`config.mk`:
```
export PLATFORM = sky130hd
export DESIGN_NAME = sram_access_ctrl_flat
export DESIGN_NICKNAME = d
export VERILOG_FILES = /design/src/rtl/sram_access_ctrl_pkg.sv /design/src/rtl/sram_access_ctrl_if.sv /design/src/rtl/sram_wait_counter.sv /design/src/rtl/sram_access_ctrl.sv /design/src/flat_wrapper.sv
export SDC_FILE = /design/constraint.sdc
export NUM_CORES = 1
export LEC_CHECK = 0
export BUFFER_PORTS_ARGS = -buffer_cell sky130_fd_sc_hd__clkbuf_2
export CAP_MARGIN = 10
export CORE_UTILIZATION = 52
export DETAILED_ROUTE_END_ITERATION = 16
export PLACE_DENSITY = 0.84
export SKIP_CTS_REPAIR_TIMING = 1
export SLEW_MARGIN = 0
export SYNTH_ARGS = -nofsm -noshare
export SYNTH_HDL_FRONTEND = slang
export SYNTH_SLANG_ARGS = --single-unit
```
`constraint.sdc`:
```
create_clock -name clk -period 4.5 [get_ports clk]
set_input_delay 0.675 -clock clk [delete_from_list [all_inputs] [get_ports clk]]
set_output_delay 0.675 -clock clk [all_outputs]
set_load 0.02 [all_outputs]
```
`src/rtl/sram_access_ctrl_pkg.sv`:
```
// Shared types and constants for the MEM-stage SRAM access controller.
// Holds the FSM encoding and the SRAM bus geometry used by the top and interface.
package sram_access_ctrl_pkg;

  typedef enum logic [1:0] {
    IDLE = 2'd0,
    LO   = 2'd1,
    HI   = 2'd2,
    DONE = 2'd3
  } state_t;

  localparam logic [31:0] ADDR_BASE_DEFAULT = 32'd1024;
  localparam int          SRAM_DW           = 16;
  localparam int          CNT_W             = 4;

endpackage

```
`src/rtl/sram_access_ctrl_if.sv`:
```
// MEM-stage request/response signals plus the external SRAM bus.
// slave = controller side, master = pipeline and SRAM device side.
interface sram_access_ctrl_if #(
  parameter int SRAM_AW = 18
);
  import sram_access_ctrl_pkg::*;

  logic                rd_en;
  logic                wr_en;
  logic [31:0]         addr;
  logic [31:0]         wdata;
  logic [31:0]         rdata;
  logic                ready;
  logic [SRAM_AW-1:0]  sram_addr;
  logic [SRAM_DW-1:0]  sram_dq_o;
  logic [SRAM_DW-1:0]  sram_dq_i;
  logic                sram_dq_oe;
  logic                sram_we_n;
  logic                sram_oe_n;

  modport master (
    output rd_en, wr_en, addr, wdata, sram_dq_i,
    input  rdata, ready, sram_addr, sram_dq_o, sram_dq_oe, sram_we_n, sram_oe_n
  );

  modport slave (
    input  rd_en, wr_en, addr, wdata, sram_dq_i,
    output rdata, ready, sram_addr, sram_dq_o, sram_dq_oe, sram_we_n, sram_oe_n
  );

endinterface

```
`src/rtl/sram_wait_counter.sv`:
```
// Hold-time counter for one halfword SRAM cycle; last flags the final cycle.
// Cleared between halves so the LO and HI phases share one instance.
module sram_wait_counter
  import sram_access_ctrl_pkg::*;
#(
  parameter int WAIT_CYCLES = 3
) (
  input  logic clk,
  input  logic rst,
  input  logic clr,
  input  logic en,
  output logic last
);

  logic [CNT_W-1:0] cnt;

  always_ff @(posedge clk) begin
    if (rst || clr) begin
      cnt <= '0;
    end else if (en) begin
      cnt <= cnt + CNT_W'(1);
    end
  end

  assign last = (cnt == CNT_W'(WAIT_CYCLES - 1));

endmodule

```
`src/rtl/sram_access_ctrl.sv`:
```
// Splits each 32-bit MEM-stage load/store into two halfword SRAM cycles.
// ready drops while an access is in flight so the pipeline freezes on it.
module sram_access_ctrl
  import sram_access_ctrl_pkg::*;
#(
  parameter logic [31:0] ADDR_BASE   = ADDR_BASE_DEFAULT,
  parameter int          SRAM_AW     = 18,
  parameter int          WAIT_CYCLES = 3
) (
  input  logic               clk,
  input  logic               rst,
  sram_access_ctrl_if.slave  bus
);

  state_t      state;
  state_t      state_nxt;
  logic        req;
  logic        op_wr;
  logic [31:0] addr_l;
  logic [31:0] wdata_l;
  logic [31:0] rdata_r;
  logic [31:0] offset;
  logic        unused_offset_bits;
  logic        cnt_clr;
  logic        cnt_en;
  logic        cnt_last;

  assign req                = bus.rd_en | bus.wr_en;
  assign offset             = addr_l - ADDR_BASE;
  assign unused_offset_bits = ^{offset[31:SRAM_AW+1], offset[1:0]};
  assign bus.rdata          = rdata_r;

  sram_wait_counter #(
    .WAIT_CYCLES (WAIT_CYCLES)
  ) u_wait (
    .clk  (clk),
    .rst  (rst),
    .clr  (cnt_clr),
    .en   (cnt_en),
    .last (cnt_last)
  );

  always_ff @(posedge clk) begin
    if (rst) begin
      state <= IDLE;
    end else begin
      state <= state_nxt;
    end
  end

  always_comb begin
    state_nxt = state;
    case (state)
      IDLE:    if (req)      state_nxt = LO;
      LO:      if (cnt_last) state_nxt = HI;
      HI:      if (cnt_last) state_nxt = DONE;
      DONE:                  state_nxt = IDLE;
      default:               state_nxt = IDLE;
    endcase
  end

  // Request capture and halfword read capture; write wins when both enables are set.
  always_ff @(posedge clk) begin
    if (rst) begin
      op_wr   <= 1'b0;
      addr_l  <= '0;
      wdata_l <= '0;
      rdata_r <= '0;
    end else begin
      if (state == IDLE && req) begin
        op_wr   <= bus.wr_en;
        addr_l  <= bus.addr;
        wdata_l <= bus.wdata;
      end
      if (!op_wr && cnt_last && state == LO) rdata_r[15:0]  <= bus.sram_dq_i;
      if (!op_wr && cnt_last && state == HI) rdata_r[31:16] <= bus.sram_dq_i;
    end
  end

  // Strobes depend only on registered state and latched op, never on live requests.
  always_comb begin
    bus.sram_addr  = '0;
    bus.sram_dq_o  = '0;
    bus.sram_dq_oe = 1'b0;
    bus.sram_we_n  = 1'b1;
    bus.sram_oe_n  = 1'b1;
    bus.ready      = ~req | (state == DONE);
    cnt_en         = (state == LO) || (state == HI);
    cnt_clr        = (state == IDLE) || (state == DONE) || cnt_last;
    if (state == LO || state == HI) begin
      bus.sram_addr = {offset[SRAM_AW:2], (state == HI)};
      if (op_wr) begin
        bus.sram_we_n  = 1'b0;
        bus.sram_dq_oe = 1'b1;
        bus.sram_dq_o  = (state == HI) ? wdata_l[31:16] : wdata_l[15:0];
      end else begin
        bus.sram_oe_n  = 1'b0;
      end
    end
  end

endmodule

```
`src/flat_wrapper.sv`:
```
// flat-port wrapper written by rule: the top's interface ports become plain ports
module sram_access_ctrl_flat import sram_access_ctrl_pkg::*;
#(
  parameter logic [31:0] ADDR_BASE   = ADDR_BASE_DEFAULT,
  parameter int          SRAM_AW     = 18,
  parameter int          WAIT_CYCLES = 3
)
  (clk, rst, bus_rd_en, bus_wr_en, bus_addr, bus_wdata, bus_sram_dq_i, bus_rdata, bus_ready, bus_sram_addr, bus_sram_dq_o, bus_sram_dq_oe, bus_sram_we_n, bus_sram_oe_n);
  sram_access_ctrl_if #(.SRAM_AW(SRAM_AW)) bus_i ();
  input  logic clk;
  input  logic rst;
  input wire logic [$bits(bus_i.rd_en)-1:0] bus_rd_en;
  input wire logic [$bits(bus_i.wr_en)-1:0] bus_wr_en;
  input wire logic [$bits(bus_i.addr)-1:0] bus_addr;
  input wire logic [$bits(bus_i.wdata)-1:0] bus_wdata;
  input wire logic [$bits(bus_i.sram_dq_i)-1:0] bus_sram_dq_i;
  output wire logic [$bits(bus_i.rdata)-1:0] bus_rdata;
  output wire logic [$bits(bus_i.ready)-1:0] bus_ready;
  output wire logic [$bits(bus_i.sram_addr)-1:0] bus_sram_addr;
  output wire logic [$bits(bus_i.sram_dq_o)-1:0] bus_sram_dq_o;
  output wire logic [$bits(bus_i.sram_dq_oe)-1:0] bus_sram_dq_oe;
  output wire logic [$bits(bus_i.sram_we_n)-1:0] bus_sram_we_n;
  output wire logic [$bits(bus_i.sram_oe_n)-1:0] bus_sram_oe_n;
  assign bus_i.rd_en = bus_rd_en;
  assign bus_i.wr_en = bus_wr_en;
  assign bus_i.addr = bus_addr;
  assign bus_i.wdata = bus_wdata;
  assign bus_i.sram_dq_i = bus_sram_dq_i;
  assign bus_rdata = bus_i.rdata;
  assign bus_ready = bus_i.ready;
  assign bus_sram_addr = bus_i.sram_addr;
  assign bus_sram_dq_o = bus_i.sram_dq_o;
  assign bus_sram_dq_oe = bus_i.sram_dq_oe;
  assign bus_sram_we_n = bus_i.sram_we_n;
  assign bus_sram_oe_n = bus_i.sram_oe_n;
  sram_access_ctrl #(.ADDR_BASE(ADDR_BASE), .SRAM_AW(SRAM_AW), .WAIT_CYCLES(WAIT_CYCLES)) u_core (.clk(clk), .rst(rst), .bus(bus_i));
endmodule
```
After elaboration in Yosys (flattened, before gate mapping)
Cells that the tools add are included.
{ "totals": {"reg_bits": 90, "in_bits": 84, "out_inout_bits": 70, "mem_bits_ro": 0, "mem_bits_rw": 0, "n_memories": 0, "wordCells": 43, "latchBits": 0} }
{ "op_classes": {"n_eq_ne": 7, "n_bitwise": 3, "n_reduce_logical": 11, "add_sub_neg": 2, "n_div": 0, "n_mul": 0, "order_cmp": 0, "n_mux": 13, "shift": 0} }
{ "op_table": {"columns": ["op", "count"], "rows": [
  ["two-way mux 16 bit", 3],
  ["subtractor 19 x 11 -> 19 bit, second input constant", 1],
  ["two-way mux 18 bit", 1],
  ["one-hot mux 2 bit (4 select lines)", 1],
  ["two-way mux 2 bit", 3],
  ["!= test 2 x 1 -> 1 bit, second input constant", 3],
  ["two-way mux 1 bit", 5],
  ["adder 4 x 1 -> 4 bit, second input constant", 1],
  ["equality test 2 bit, second input constant", 2],
  ["equality test 4 x 2 -> 1 bit, second input constant", 1],
  ["logical AND 1 bit", 4],
  ["logical OR 1 bit", 4],
  ["AND reduction 3 bit", 1],
  ["equality test 2 x 1 -> 1 bit, second input constant", 1],
  ["logical NOT 2 bit", 1],
  ["bitwise OR 1 bit", 2],
  ["logical NOT 1 bit", 1],
  ["inverter 1 bit", 1]
]} }

Logic depth before layout (Yosys ltp)
Gate-level depths: netlist of run 1.
{ "depth": {"ltp_word": 4, "ltp_mapped": 7, "depth_no_buf": 5} }

By module
From an unflattened synthesis of run 1, not the netlist that was laid out.
{ "unflattened": {"cells_unflattened": 476, "area_unflattened_um2": 3698.5} }
{ "modules_own_cells": {"columns": ["module", "instances", "seq_area_each_um2", "cells_each", "area_per_inst_um2"], "rows": [
  ["sram_access_ctrl", 1, 1681.6, 456, 3499.6],
  ["sram_wait_counter", 1, 80.1, 20, 198.9]
]} }

Worst setup path before layout of run 1
Ideal clock, no wire load.
{ "synth_path": {"path_kind": "flip-flop to output port", "from": "register u_core.state[0]", "to": "output port bus_sram_dq_o[10]", "required_ns": 3.825, "setup_slack_ns": 2.192, "stages_incl_launch_ff": 7, "t_arrival_ns": 1.633, "path_cell_list": "dfxtp_1 inv_1 ha_1 buf_2 buf_2 mux2i_1 nor2_1"} }
{ "synth_via": {"elab_chain_cells": 4, "word_cells_on_any_way": 6, "cone_classes": "2 x eq/ne; 3 x mux; 1 x reduce/logical"} }
{ "synth_rtl": {"columns": ["item", "line", "rtl"], "rows": [
  ["from (decl)", "sram_access_ctrl.sv:15", "state_t state;"],
  ["from (signal assigned)", "sram_access_ctrl.sv:47", "state <= state_nxt;"],
  ["equality test 2 bit", "sram_access_ctrl.sv:90, sram_access_ctrl.sv:95", null],
  ["two-way mux 16 bit", "sram_access_ctrl.sv:95", "bus.sram_dq_o = (state == HI) ? wdata_l[31:16] : wdata_l[15:0];"],
  ["two-way mux 16 bit", "sram_access_ctrl.sv:92", "if (op_wr) begin"],
  ["two-way mux 16 bit *", "sram_access_ctrl.sv:90", "if (state == LO || state == HI) begin"],
  ["to (decl)", "flat_wrapper.sv:20", "output wire logic [$bits(bus_i.sram_dq_o)-1:0] bus_sram_dq_o;"]
]} }
Every way passes the cells marked *; elsewhere a longest branch is shown, timed or not.

Worst setup path in the final report of run 1
{ "layout_path": {"from": "register u_core.state[1]", "to": "output port bus_sram_dq_o[14]"} }
{ "layout_via": {"word_cells_on_any_way": 6, "cone_classes": "2 x eq/ne; 3 x mux; 1 x reduce/logical"} }
{ "layout_lines": {"columns": ["item", "line", "rtl"], "rows": [
  ["equality test 2 x 1 -> 1 bit / equality test 2 bit (equally long branches)", null, null],
  ["logical OR 1 bit *", null, null],
  ["named net u_core.cnt_en", "sram_access_ctrl.sv:25", "logic cnt_en;"],
  ["two-way mux 16 bit *", "sram_access_ctrl.sv:90", null]
]} }
The timed path passes the listed nets; every way through them passes the cells marked *.

==> results.md, run 1 <==
- Worst Skew: 0.01162 ns
- Hold path cells: 2
- Slowest cell on the critical path: sky130_fd_sc_hd__ha_1
- Total Wirelength: 8474 µm
- Summed negative setup slack over all endpoints: 0 ns
- Area of the core: 0.007214 mm²
- Number of vias after detailed routing: 3397
- Number of CTS-inserted buffers: 9
- Ratio of routed vias to standard cells: 4.981
- Hold Path Class: reg -> reg
- Main area contributors after synthesis: sky130_fd_sc_hd__dfxtp_1 46%, sky130_fd_sc_hd__mux2i_1 13%, sky130_fd_sc_hd__nand2_1 10%
- Synthesis Warnings: 0
- Family with the most delay on the worst path: simple AND/OR/NAND/NOR gates
- Max FO, Critical Path: 18
- Mean instance size in the synthesized netlist: 8.475 µm²
- Iteration count of the initial detailed-routing pass: 4
- Total design power: 2.453 mW
- Dominant cell type by area after synthesis: sky130_fd_sc_hd__dfxtp_1
- Post-synth top cells: 103 x sky130_fd_sc_hd__nand2_1, 88 x sky130_fd_sc_hd__dfxtp_1, 53 x sky130_fd_sc_hd__a21oi_1, 53 x sky130_fd_sc_hd__nand2b_1, 51 x sky130_fd_sc_hd__mux2i_1
- Clock tree root buffer cell: sky130_fd_sc_hd__clkbuf_8
- Sequential cell area fraction in the yosys report: 0.4568
- Initial antenna violation count: 0
- Area enclosed by the die boundary: 0.007764 mm²
- Final period util: 0.7060
- Setup crit start: u_core.state[1]$_SDFFE_PP0P_
- Largest net degree at the start of global routing: 63
- Highest Signal Layer: met4
- Number of register bits inferred by synthesis: 88
- Area share of the largest cell type after synthesis: 0.4568
- CTS H-tree depth: 3
- Logic depth of the worst register-to-register path: 4
- Crit path required time: 3.83 ns
- Post-CTS clock slew at the launch and capture registers of the worst setup and hold paths: 0.09 ns
- Worst path arrival time: 2.50 ns
- Crit path capture type: output port
- Max Clk Rate: 314.8 MHz
- Detail-routed net length per standard cell: 12.43 µm
- Synth Flop Type: sky130_fd_sc_hd__dfxtp_1
- Minimum clock period: 3.177 ns
- FF-to-FF setup slack: 1.81 ns
- Unique masters post-synth: 32
- Number of global-route vias before repair: 3033
- Number of nets with antenna violations after routing: 0
- Buffers added on ports: 138
- First-pass GRT wire length: 13250 µm
- Worst stage delay on the critical path: 0.58 ns
- Synth Instances: 455
- Total power density per cell area: 511.6 mW/mm²
- Total count of hold-check failures in the final report: 0
- Worst min-delay path startpoint: u_core.addr_l[2]$_SDFFE_PP0P_
- Hold Path Sink: u_core.addr_l[2]$_SDFFE_PP0P_
- Chip Height: 88.12 µm
- Status: finished clean
- Worst r2r dst: u_core.bus.rdata[17]$_SDFFE_PP0P_
- Met2 layer wire length in the routed design: 3803 µm
- Combined buffer and inverter count along the critical path: 2
- Final count of pins violating max slew: 0
- Area growth syn-to-layout: 24.37%
- Clock Tree Buf Depth: 2
- Syn Nets: 547
- Series of cell instances along the critical path: inv_1 -> ha_1 -> nand2_1 -> nor2_1 -> clkbuf_2
- Post-synthesis instance area: 0.003856 mm²
- Sum of met3 wire segment lengths after detailed routing: 678 µm
- Max Cap Violations: 0
- Setup violation total in the final timing report: 0
- GP Congestion: 0.7983
- Share of flip-flops with an asynchronous set or reset after synthesis: 0
- Floorplan die width: 88.12 µm
- Worst vdd rail ir drop: 0.0002501 V
- Unrepaired setup endpoints after global routing: false
- Type of the worst setup path: reg -> out
- Global router's overall resource usage: 0.2183
- Launch instance of the worst register-to-register path: u_core.state[0]$_SDFFE_PP0P_
- CTS tree: done
- Worst-Skew Late Latency: 0.36 ns
- Final-stage net count: 670
- DP HPWL: 5838 µm
- Layout cell share with drive strength beyond 1: 0.2779
- Met1 Routed Length: 3886 µm
- GR Overflow Total: 0
- Most used standard cell by instance count after synthesis: sky130_fd_sc_hd__nand2_1
- Initial core utilization: 0.5345
- Count of flip-flops with a built-in enable after synthesis: 0
- Leakage power: 2.213 nW
- Top-level port count: 154
- Measured slew at the worst slew-check pin: 1.155 ns
- Drt initial violations: 141
- Number of antenna repair diodes: 0
- Relative slew slack: 0.2300
- Number of sinks on the clock net: 88
- DRC violation count after routing: 0
- Num rows: 31
- Startpoint kind of the worst setup timing path: flop
[area by class of cell]
class	instances	area, µm²
clock buffer	9	123.9
clock inverter	7	77.57
fill	625	2419
inverter	8	30.03
multi-input combinational	330	1953
sequential	88	1762
tap	99	123.9
timing repair buffer	141	725.7
[state kept, by name, summed over array words and instances (netlist names)]
name               cells
u_core.addr_l         17
u_core.bus.rdata      32
u_core.op_wr           1
u_core.state           2
u_core.u_wait.cnt      4
u_core.wdata_l        32
[worst register-to-register path, cell delays in order, from the launching register on]
cell and delay (ns):
sky130_fd_sc_hd__dfxtp_1 0.34, sky130_fd_sc_hd__inv_1 0.11, sky130_fd_sc_hd__ha_1 0.94, sky130_fd_sc_hd__and3b_1 0.95, sky130_fd_sc_hd__mux2i_1 0.28
[per-stage QoR]
| stage | setup WS (ns) | util | instances | hold WS, ns | instance area, µm² |
|---|---|---|---|---|---|
| detailed placement | 1.696 | 0.6341 | 665 | 0.4437 | 4574 |
| global route | 1.171 | 0.6648 | 682 | 0.4740 | 4796 |
| CTS | 1.295 | 0.6620 | 681 | 0.4574 | 4776 |
| finish | 1.323 | 0.6648 | 682 | 0.4541 | 4796 |
| floorplan | 2.192 | - | 455 | 0.4301 | 3856 |
| global placement | 1.741 | 0.6341 | 665 | 0.4379 | 4574 |
[logic make-up (layout without fill, tap and decap cells)]
logic type      count (synthesis)  after routing  share of synthesized area
simple gates                  206            206                     0.2531
compound gates                 60             60                    0.08079
mux                            51             51                     0.1324
flops                          88             88                     0.4568
xor+xnor                        5              5                    0.01136
fa+ha+maj                       8              8                    0.02596
buf+inv                        37            165                    0.03958
[worst max-delay path by stage]
stage	endpoint	slack, ns	cells after the start
final	bus_sram_dq_o[14]	1.32	5
after global routing	bus_sram_dq_o[14]	1.17	5
after CTS	bus_sram_dq_o[14]	1.30	5
after detailed placement	bus_sram_dq_o[14]	1.70	5
after global placement	bus_sram_dq_o[14]	1.74	5
after floorplan	bus_sram_dq_o[10]	2.19	6
[report_power, final]
| group | switching [mW] | total (mW) | internal (mW) |
|---|---|---|---|
| clock | 0.291 | 0.554 | 0.262 |
| sequential | 0.0694 | 0.957 | 0.887 |
| combinational | 0.601 | 0.943 | 0.342 |
[cell usage in the layout, fill, tap and decap left out, types with 3 or more instances in the layout]
cell type,count
sky130_fd_sc_hd__a21oi_1,53
sky130_fd_sc_hd__and2_1,8
sky130_fd_sc_hd__clkbuf_2,138
sky130_fd_sc_hd__clkbuf_8,9
sky130_fd_sc_hd__dfxtp_1,88
sky130_fd_sc_hd__ha_1,8
sky130_fd_sc_hd__inv_1,8
sky130_fd_sc_hd__inv_6,3
sky130_fd_sc_hd__mux2i_1,51
sky130_fd_sc_hd__nand2_1,103
sky130_fd_sc_hd__nand2b_1,53
sky130_fd_sc_hd__nor2_1,27
sky130_fd_sc_hd__or3_1,3
sky130_fd_sc_hd__xnor2_1,3
[routing by layer]
| metal | track usage | up-vias |
|---|---|---|
| met3 | 0.05561 | 10 |
| li1 | - | 1712 |
| met4 | 0.09091 | 0 |
| met5 | 0 | - |
| met2 | 0.3721 | 116 |
| met1 | 0.2623 | 1559 |
No activity file was read; power rests on OpenSTA's default activity.
==> inputs of run 2 (changes only) <==
--- a/config.mk
+++ b/config.mk
@@ -5,11 +5,12 @@
 export SDC_FILE = /design/constraint.sdc
 export NUM_CORES = 1
 export LEC_CHECK = 0
+export ABC_AREA = 1
 export BUFFER_PORTS_ARGS = -buffer_cell sky130_fd_sc_hd__clkbuf_2
 export CAP_MARGIN = 10
-export CORE_UTILIZATION = 52
+export CORE_UTILIZATION = 44
 export DETAILED_ROUTE_END_ITERATION = 16
-export PLACE_DENSITY = 0.84
+export PLACE_DENSITY = 0.75
 export SKIP_CTS_REPAIR_TIMING = 1
 export SLEW_MARGIN = 0
 export SYNTH_ARGS = -nofsm -noshare
==> constraint.sdc (replaced) <==
create_clock -name clk -period 2.7 [get_ports clk]
set_input_delay 0.405 -clock clk [delete_from_list [all_inputs] [get_ports clk]]
set_output_delay 0.405 -clock clk [all_outputs]
set_load 0.02 [all_outputs]
==> run 2 against run 1 <==
Net effect: core utilization down 11 points; largest cell class unchanged; final cell count rose by 19%; die area rose by 21%; combinational power is 89% higher; via count grew 13%; critical endpoint is now bus_sram_dq_o[9]; sequential share of layout area barely moved; clock-buffer cell count unchanged; worst hold slack worse by 0.18 ns; routed wire length grew 9.7%; non-clock buffer count increased by 1.
==> results.md, run 2 <==
- Status: finished clean
- Most common cell after layout, fill and taps aside: sky130_fd_sc_hd__nor2_1
- Measured slew at the worst slew-check pin: 0.8737 ns
- Detail-routed net length per standard cell: 11.42 µm
- Max FO, Critical Path: 14
- Number of antenna repair diodes: 0
- CTS tree: done
- Synth Flop Type: sky130_fd_sc_hd__dfxtp_1
- Relative slew slack: 0.4167
- Commonest cells after routing, fill and taps aside: 200 x sky130_fd_sc_hd__nor2_1, 138 x sky130_fd_sc_hd__clkbuf_2, 94 x sky130_fd_sc_hd__nand2_1, 88 x sky130_fd_sc_hd__dfxtp_1, 53 x sky130_fd_sc_hd__inv_1
- Mean instance size in the synthesized netlist: 6.836 µm²
- Post-synthesis instance area: 0.003965 mm²
- Initial antenna violation count: 0
- Final-stage net count: 794
- Iteration count of the initial detailed-routing pass: 7
- Setup Slack @ Placement: 0.6975 ns
- Floorplan die width: 96.93 µm
- Chip Height: 96.93 µm
- Post-CTS clock slew at the launch and capture registers of the worst setup and hold paths: 0.10 ns
- Unique masters post-synth: 23
- Share of flip-flops with an asynchronous set or reset after synthesis: 0
- Max Clk Rate: 413.4 MHz
- Largest net degree at the start of global routing: 60
- Crit path required time: 2.30 ns
- Total count of hold-check failures in the final report: 0
- Unrepaired setup endpoints after global routing: false
- Number of global-route vias before repair: 3681
- Final core occ: 0.5498
- Number of sinks on the clock net: 88
- Setup slack after layout: 0.2808 ns
- Most used standard cell by instance count after synthesis: sky130_fd_sc_hd__nor2_1
- DP HPWL: 6575 µm
- Leakage power: 2.565 nW
- Minimum clock period: 2.419 ns
- Syn Nets: 672
- Count of flip-flops with a built-in enable after synthesis: 0
- Drt initial violations: 105
- Number of cells in the finished layout apart from fillers: 814
- Setup violation total in the final timing report: 0
- Number of CTS-inserted buffers: 9
- Worst Skew: 0.01163 ns
- Layout cell share with drive strength beyond 1: 0.2408
- Number of vias after detailed routing: 3844
- GR Overflow Total: 0
- Worst-Skew Late Latency: 0.35 ns
- Num rows: 34
- Worst path arrival time: 2.01 ns
- Clock tree root buffer cell: sky130_fd_sc_hd__clkbuf_8
- First-pass GRT wire length: 15890 µm
- Summed negative setup slack over all endpoints: 0 ns
- Ratio of routed vias to standard cells: 4.722
- Total Wirelength: 9292 µm
- Clock Tree Buf Depth: 2
- Cell count after placement: 799
- Area growth syn-to-layout: 20.92%
- Startpoint kind of the worst setup timing path: flop
- Initial core utilization: 0.4547
- Hold Path Class: in -> reg
- Number of register bits inferred by synthesis: 88
- Main area contributors after synthesis: sky130_fd_sc_hd__dfxtp_1 44%, sky130_fd_sc_hd__nor2_1 19%, sky130_fd_sc_hd__nand2_1 8.9%
- Top-level port count: 154
- Global router's overall resource usage: 0.2053
- Area share of the largest cell type after synthesis: 0.4443
- Buffers added on ports: 138
- Crit path capture type: output port
- Synth Instances: 580
- Max Cap Violations: 0
- Dominant cell type by area after synthesis: sky130_fd_sc_hd__dfxtp_1
- Type of the worst setup path: reg -> out
- CTS H-tree depth: 3
- Number of nets with antenna violations after routing: 0
- DRC violation count after routing: 0
- GP Congestion: 0.8239
- Worst vdd rail ir drop: 0.0004470 V
- Area of the core: 0.008721 mm²
- Synthesis Warnings: 0
- Sequential cell area fraction in the yosys report: 0.4443
- Final count of pins violating max slew: 0
- Final period util: 0.8960
- Area enclosed by the die boundary: 0.009395 mm²
- Post-synth top cells: 200 x sky130_fd_sc_hd__nor2_1, 94 x sky130_fd_sc_hd__nand2_1, 88 x sky130_fd_sc_hd__dfxtp_1, 54 x sky130_fd_sc_hd__inv_1, 41 x sky130_fd_sc_hd__o21ai_0
- Total power density per cell area: 903.8 mW/mm²
==> run 2: cell count changes after synthesis, sizes merged, moves of 16 or more <==
cell	before	now
buf	8	26
a21oi	53	16
clkbuf	21	5
inv	8	56
nand2b	53	0
mux2i	51	0
o21ai	3	54
nor2	27	201
==> run 2: metal layers <==
| metal | vias up | global-route usage | part of all wire |
|---|---|---|---|
| met2 | 131 | 0.3570 | 0.47 |
| met3 | 9 | 0.05347 | 0.070 |
| met5 | - | 0 | 0 |
| met1 | 1690 | 0.2420 | 0.45 |
| li1 | 2014 | - | - |
| met4 | 0 | 0.07577 | 0.011 |
==> run 2: final timing paths <==
| path | from | end | depth (start not counted) | slack [ns] |
|---|---|---|---|---|
| worst min-delay path | bus_wdata[26] | u_core.wdata_l[26]$_SDFFE_PP0P_ | 3 | 0.28 |
| worst max register to register | u_core.state[0]$_SDFFE_PP0P_ | u_core.wdata_l[24]$_SDFFE_PP0P_ | 6 | 0.97 |
| worst max-delay path | u_core.state[0]$_SDFFE_PP0P_ | bus_sram_dq_o[9] | 6 | 0.28 |
| worst min register to register | u_core.u_wait.cnt[0]$_SDFFE_PP0N_ | u_core.u_wait.cnt[0]$_SDFFE_PP0N_ | 1 | 0.46 |
==> run 2: area by class of cell <==
type	count	area (µm²)
Sequential cell	88	1762
Tap cell	108	135.1
Clock buffer	9	123.9
Fill cell	858	3926
Multi-Input combinational cell	405	1784
Timing Repair Buffer	142	733.2
Inverter	56	210.2
Clock inverter	6	46.29
==> run 2: worst max-delay path, stage by stage (launching register included) <==
cell                       delay (ns)
sky130_fd_sc_hd__dfxtp_1         0.35
sky130_fd_sc_hd__inv_1           0.11
sky130_fd_sc_hd__ha_1            0.39
sky130_fd_sc_hd__buf_4           0.28
sky130_fd_sc_hd__nor2_1          0.06
sky130_fd_sc_hd__nor3_1          0.25
sky130_fd_sc_hd__clkbuf_2        0.22
==> run 2: kinds of logic after synthesis <==
family | Yosys count | synth area share
buf+inv | 87 | 0.1057
xor+xnor | 1 | 0.002209
simple gates | 326 | 0.3313
compound gates | 70 | 0.09120
flops | 88 | 0.4443
fa+ha+maj | 8 | 0.02525
==> run 2: where the power goes <==
group          internal [mW]  switching [mW]  leakage, nW  total (mW)
Clock                  0.334           0.480       0.0817       0.814
Combinational          0.571            1.21         1.76        1.78
Sequential              1.58           0.161        0.722        1.74
==> run 2: metrics by stage <==
stage | hold slack, ns | area, µm² | power [mW]
final | 0.2781 | 4795 | 4.333
after global routing | 0.2825 | 4795 | 4.662
after CTS | 0.2619 | 4795 | 4.368
after detailed placement | 0.4486 | 4624 | 3.556
after global placement | 0.4421 | 4624 | 3.505
after floorplan | 0.4301 | 3965 | 3.116
